===== src/rtl/shifter_unit_if.sv =====
// Operand/result bundle for the B-operand shifter: the producer drives the operand
// side and the shifter drives the registered result side.
interface shifter_unit_if #(
    parameter int WIDTH = 16
);
    logic [WIDTH-1:0] in;
    logic [1:0]       shift;
    logic             in_valid;
    logic [WIDTH-1:0] sout;
    logic             out_valid;
    logic             shout;
    logic             zero;

    modport master (
        output in, shift, in_valid,
        input  sout, out_valid, shout, zero
    );

    modport slave (
        input  in, shift, in_valid,
        output sout, out_valid, shout, zero
    );
endinterface


===== src/rtl/shifter_unit.sv =====
// One-bit pass/LSL/LSR/ASR shifter between the register-file B operand and the ALU.
// The result, shifted-out bit and zero flag are registered, so latency is one cycle.
module shifter_unit #(
    parameter int WIDTH = 16
) (
    input  logic           clk,
    input  logic           reset,
    shifter_unit_if.slave  bus
);
    localparam logic [1:0] OP_PASS = 2'b00;
    localparam logic [1:0] OP_LSL  = 2'b01;
    localparam logic [1:0] OP_LSR  = 2'b10;
    localparam logic [1:0] OP_ASR  = 2'b11;

    logic [WIDTH-1:0] r;
    logic             r_out;

    always_comb begin
        r     = bus.in;
        r_out = 1'b0;
        case (bus.shift)
            OP_PASS: begin
                r     = bus.in;
                r_out = 1'b0;
            end
            OP_LSL: begin
                r     = {bus.in[WIDTH-2:0], 1'b0};
                r_out = bus.in[WIDTH-1];
            end
            OP_LSR: begin
                r     = {1'b0, bus.in[WIDTH-1:1]};
                r_out = bus.in[0];
            end
            OP_ASR: begin
                r     = {bus.in[WIDTH-1], bus.in[WIDTH-1:1]};
                r_out = bus.in[0];
            end
            default: begin
                r     = bus.in;
                r_out = 1'b0;
            end
        endcase
    end

    // Reset wins over a simultaneous operand, which is therefore dropped.
    always_ff @(posedge clk) begin
        if (reset) begin
            bus.sout      <= '0;
            bus.shout     <= 1'b0;
            bus.zero      <= 1'b1;
            bus.out_valid <= 1'b0;
        end else if (bus.in_valid) begin
            bus.sout      <= r;
            bus.shout     <= r_out;
            bus.zero      <= (r == '0);
            bus.out_valid <= 1'b1;
        end else begin
            bus.out_valid <= 1'b0;
        end
    end
endmodule


===== src/flat_wrapper.sv =====
// flat-port wrapper written by rule: the top's interface ports become plain ports
module shifter_unit_flat 
#(
    parameter int WIDTH = 16
)
  (clk, reset, bus_in, bus_shift, bus_in_valid, bus_sout, bus_out_valid, bus_shout, bus_zero);
  shifter_unit_if #(.WIDTH(WIDTH)) bus_i ();
  input  logic clk;
  input  logic reset;
  input wire logic [$bits(bus_i.in)-1:0] bus_in;
  input wire logic [$bits(bus_i.shift)-1:0] bus_shift;
  input wire logic [$bits(bus_i.in_valid)-1:0] bus_in_valid;
  output wire logic [$bits(bus_i.sout)-1:0] bus_sout;
  output wire logic [$bits(bus_i.out_valid)-1:0] bus_out_valid;
  output wire logic [$bits(bus_i.shout)-1:0] bus_shout;
  output wire logic [$bits(bus_i.zero)-1:0] bus_zero;
  assign bus_i.in = bus_in;
  assign bus_i.shift = bus_shift;
  assign bus_i.in_valid = bus_in_valid;
  assign bus_sout = bus_i.sout;
  assign bus_out_valid = bus_i.out_valid;
  assign bus_shout = bus_i.shout;
  assign bus_zero = bus_i.zero;
  shifter_unit #(.WIDTH(WIDTH)) u_core (.clk(clk), .reset(reset), .bus(bus_i));
endmodule

===== config.mk =====
export PLATFORM = sky130hd
export DESIGN_NAME = shifter_unit_flat
export DESIGN_NICKNAME = d
export VERILOG_FILES = /design/src/rtl/shifter_unit_if.sv /design/src/rtl/shifter_unit.sv /design/src/flat_wrapper.sv
export SDC_FILE = /design/constraint.sdc
export NUM_CORES = 1
export LEC_CHECK = 0
export ABC_AREA = 1
export CORE_MARGIN = 2
export CORE_UTILIZATION = 47
export CTS_CLUSTER_SIZE = 8
export DETAILED_ROUTE_END_ITERATION = 8
export PLACE_DENSITY = 0.84
export SYNTH_ARGS = -nofsm -noshare
export SYNTH_HDL_FRONTEND = slang
export SYNTH_SLANG_ARGS = --single-unit

===== constraint.sdc =====
create_clock -name clk -period 2.8 [get_ports clk]
set_input_delay 0.42 -clock clk [delete_from_list [all_inputs] [get_ports clk]]
set_output_delay 0.42 -clock clk [all_outputs]
set_load 0.01 [all_outputs]

==> implementation parameters <==
Parameter                              Value

STA
  Number of setup violations in the final report ... 0
  RSZ-0062 raised after global routing ... false
  F_max ... 576 MHz
  Pins over their slew limit ... 0
  Count of endpoints failing hold in the final timing report ... 0
  Total negative setup slack ... 0 ns
  Relative max-transition margin ... 0.683
  Final worst path period share ... 0.620
  Slew of the pin with the lowest slew margin ... 0.474 ns
  Worst Hold Slack ... 0.483 ns
  Slack of the critical path ... 1.06 ns
  Worst Clk Skew ... 0 ns
  Fin crit period ... 1.74 ns

Clocking
  Clock latency on the worst-skew pair ... 0.30 ns
  TritonCTS sink count ... 19
  Setup fix buffers added after clock tree synthesis ... 0
  Number of buffers created by CTS ... 3
  CTS tree ... done
  Count of H-tree levels built during CTS ... 1
  Clock Pin Slew Worst Setup and Hold Paths ... 0.10 ns
  Root Driver ... sky130_fd_sc_hd__clkbuf_4
  Cts-stage hold buffer count ... 0
  Post_cts resized ... 0
  Clock Path Buffers ... 2

Detailed routing
  Detailed-routing iteration count for the pre-antenna-repair pass ... 4
  Avg Vias per Cell ... 5.07
  Post-detailed-routing wire length ... 2470 um
  WL/cell ... 10.8 um
  Total DRC errors in the routed layout ... 0
  DR vias ... 1162
  Violation count after the first detailed-routing iteration ... 24
  ANT nets after route ... 0

Global route
  Number of global-route vias before repair ... 955
  Largest net degree at the start of global routing ... 20
  Aggregate global routing overflow ... 0
  Overall fraction of global-route tracks in use ... 0.202
  First-pass GRT wire length ... 4080 um
  Number of antenna violations at the first check in global routing ... 0

Yosys
  Count of unique library cells instantiated by Yosys ... 17
  Biggest area consumer among synthesized cells ... sky130_fd_sc_hd__dfxtp_1
  Ranking of synthesized cells by area ... sky130_fd_sc_hd__dfxtp_1 (36%), sky130_fd_sc_hd__nor2_1 (14%), sky130_fd_sc_hd__nand2_1 (13%)
  Post-Synthesis Net Count ... 186
  Flip-flop and latch count after synthesis ... 19
  EDFF count, synth ... 0
  Yosys warning count ... 0
  Combined area of all synthesized cells ... 1070 um2
  Seq/Total Area, Yosys ... 0.356
  Gate count of the mapped netlist ... 165
  List of most frequent post-synthesis cells ... sky130_fd_sc_hd__nor2_1 (41), sky130_fd_sc_hd__nand2_1 (37), sky130_fd_sc_hd__nand3_1 (26), sky130_fd_sc_hd__dfxtp_1 (19), sky130_fd_sc_hd__o21ai_0 (17)
  Top_reg_cell synth ... sky130_fd_sc_hd__dfxtp_1
  Share of Yosys cell area claimed by the top area cell type ... 0.356
  Most repeated cell in the gate-level netlist after synthesis ... sky130_fd_sc_hd__nor2_1
  Share of async-settable or async-resettable flops after synthesis ... 0
  Mean instance size in the synthesized netlist ... 6.48 um2

Cells and area
  Final layout net count ... 223
  Summed area of non-filler cells in the final layout ... 1470 um2
  Number of fillers in the final layout ... 194
  Layout-stage area growth over the synthesis result ... 37.8%
  Fraction of layout instances using a drive strength above 1 ... 0.0746
  Final non-filler cell total ... 229
  Ant. Diodes ... 0
  Post-Route Utilization ... 0.672

Worst setup path
  Nature of the critical path endpoint ... register
  Worst Setup Start Kind ... input port
  Data arrival time of the critical path ... 1.99 ns
  Reg-to-reg setup timing slack ... 2.15 ns
  Required time at the endpoint of the critical path ... 3.05 ns
  Master of the slowest instance on the critical path ... sky130_fd_sc_hd__clkdlybuf4s50_1
  Critical-path maximum fanout ... 16
  Buffer and inverter count on the worst path ... 2
  Top Family by Delay on Critical Path ... buffers and inverters
  Cell repeated most along the worst path ... sky130_fd_sc_hd__nand2_1
  Highest cell delay on the worst timing path ... 0.76 ns
  Critical path start-end classification ... in -> reg
  Critical path, cell by cell ... clkdlybuf4s50_1, inv_4, nand3_1, nand3_1, nor2_1, nand2_1, nor2_1, nand2_1, nand2_1

Flow run
  Maximum Capacitance Violations ... 0

Placement
  Dpl cells ... 225
  GP Congestion ... 0.850
  Cell area after placement ... 1450 um2
  Input/output buffers ... 39
  Pre-CTS WS ... 0.761 ns
  Final HPWL DP ... 1940 um

Floorplan
  Die height ... 51.7 um
  Die outline area ... 2670 um2
  Boundary Pins ... 40
  Cell Rows ... 17
  Starting utilization of the core area ... 0.488
  Core Footprint ... 2190 um2
  Width of the die ... 51.7 um

Run status
  Run status ... complete, no violations

Hold path
  Path category of the worst min-delay check ... reg -> reg

Pwr
  Total power ... 612 uW
  Leakage Power ... 0.598 nW
  Power Density ... 415 nW/um2
  Maximum VDD drop ... 0.000345 V
## logic make-up after synthesis
kind of cell,after synthesis,synth area share
buffers and inverters,13,0.0784
AND/OR/NAND/NOR,111,0.463
AO/OA/AOI/OAI,22,0.103
flip-flops,19,0.356
## tightest hold or removal path, stage by stage (launching register included)
cell	delay (ns)
sky130_fd_sc_hd__dfxtp_1	0.34
sky130_fd_sc_hd__a21oi_1	0.07
sky130_fd_sc_hd__nand2_1	0.05
## flip-flops by register name, indices dropped and copies added (netlist names)
register / count
u_core.bus.out_valid: 1
u_core.bus.sout: 16
u_core.bus.shout: 1
u_core.bus.zero: 1
## final timing paths
kind	from	to	cells after the start
setup / recovery	bus_shift[1]	u_core.bus.zero$_SDFFE_PP1P_	9
hold / removal	u_core.bus.zero$_SDFFE_PP1P_	u_core.bus.zero$_SDFFE_PP1P_	2
setup reg to reg	u_core.bus.sout[8]$_SDFFE_PP0P_	u_core.bus.sout[8]$_SDFFE_PP0P_	2
hold reg to reg	u_core.bus.zero$_SDFFE_PP1P_	u_core.bus.zero$_SDFFE_PP1P_	2
## placed cells by master, fill, tap and decap left out
| cell type | n |
|---|---|
| sky130_fd_sc_hd__clkbuf_1 | 1 |
| sky130_fd_sc_hd__nor2_1 | 41 |
| sky130_fd_sc_hd__a21oi_1 | 5 |
| sky130_fd_sc_hd__nand3_2 | 6 |
| sky130_fd_sc_hd__inv_4 | 1 |
| sky130_fd_sc_hd__clkdlybuf4s50_1 | 39 |
| sky130_fd_sc_hd__nand2_1 | 37 |
| sky130_fd_sc_hd__inv_1 | 1 |
| sky130_fd_sc_hd__o21ai_0 | 17 |
| sky130_fd_sc_hd__dfxtp_1 | 19 |
| sky130_fd_sc_hd__inv_2 | 1 |
| sky130_fd_sc_hd__clkbuf_4 | 3 |
| sky130_fd_sc_hd__nor2_4 | 1 |
| sky130_fd_sc_hd__buf_4 | 3 |
| sky130_fd_sc_hd__nand3_1 | 26 |
## layout make-up
cell class / count / area, um2 / area share
Multi-Input combinational cell: 133 / 604 / 0.410
Timing Repair Buffer: 42 / 413 / 0.280
Sequential cell: 19 / 380 / 0.258
Tap cell: 28 / 35.0 / 0.0238
Clock buffer: 4 / 26.3 / 0.0178
Inverter: 3 / 13.8 / 0.00935
## power breakdown
| part | internal, mW | total, mW | leakage, nW | switching, mW |
|---|---|---|---|---|
| Combinational | 0.0890 | 0.179 | 0.425 | 0.0895 |
| Sequential | 0.290 | 0.298 | 0.158 | 0.00828 |
| Clock | 0.0556 | 0.135 | 0.0150 | 0.0792 |
| Total | 0.435 | 0.612 | 0.598 | 0.177 |
## layer usage
layer	global-route usage	up-vias	part of all wire
li1	-	610	-
met1	0.263	506	0.45
met4	0.0789	0	0.017
met2	0.331	38	0.48
met3	0.0345	8	0.056
met5	0	-	0
Power figures use the tool's default switching activity.
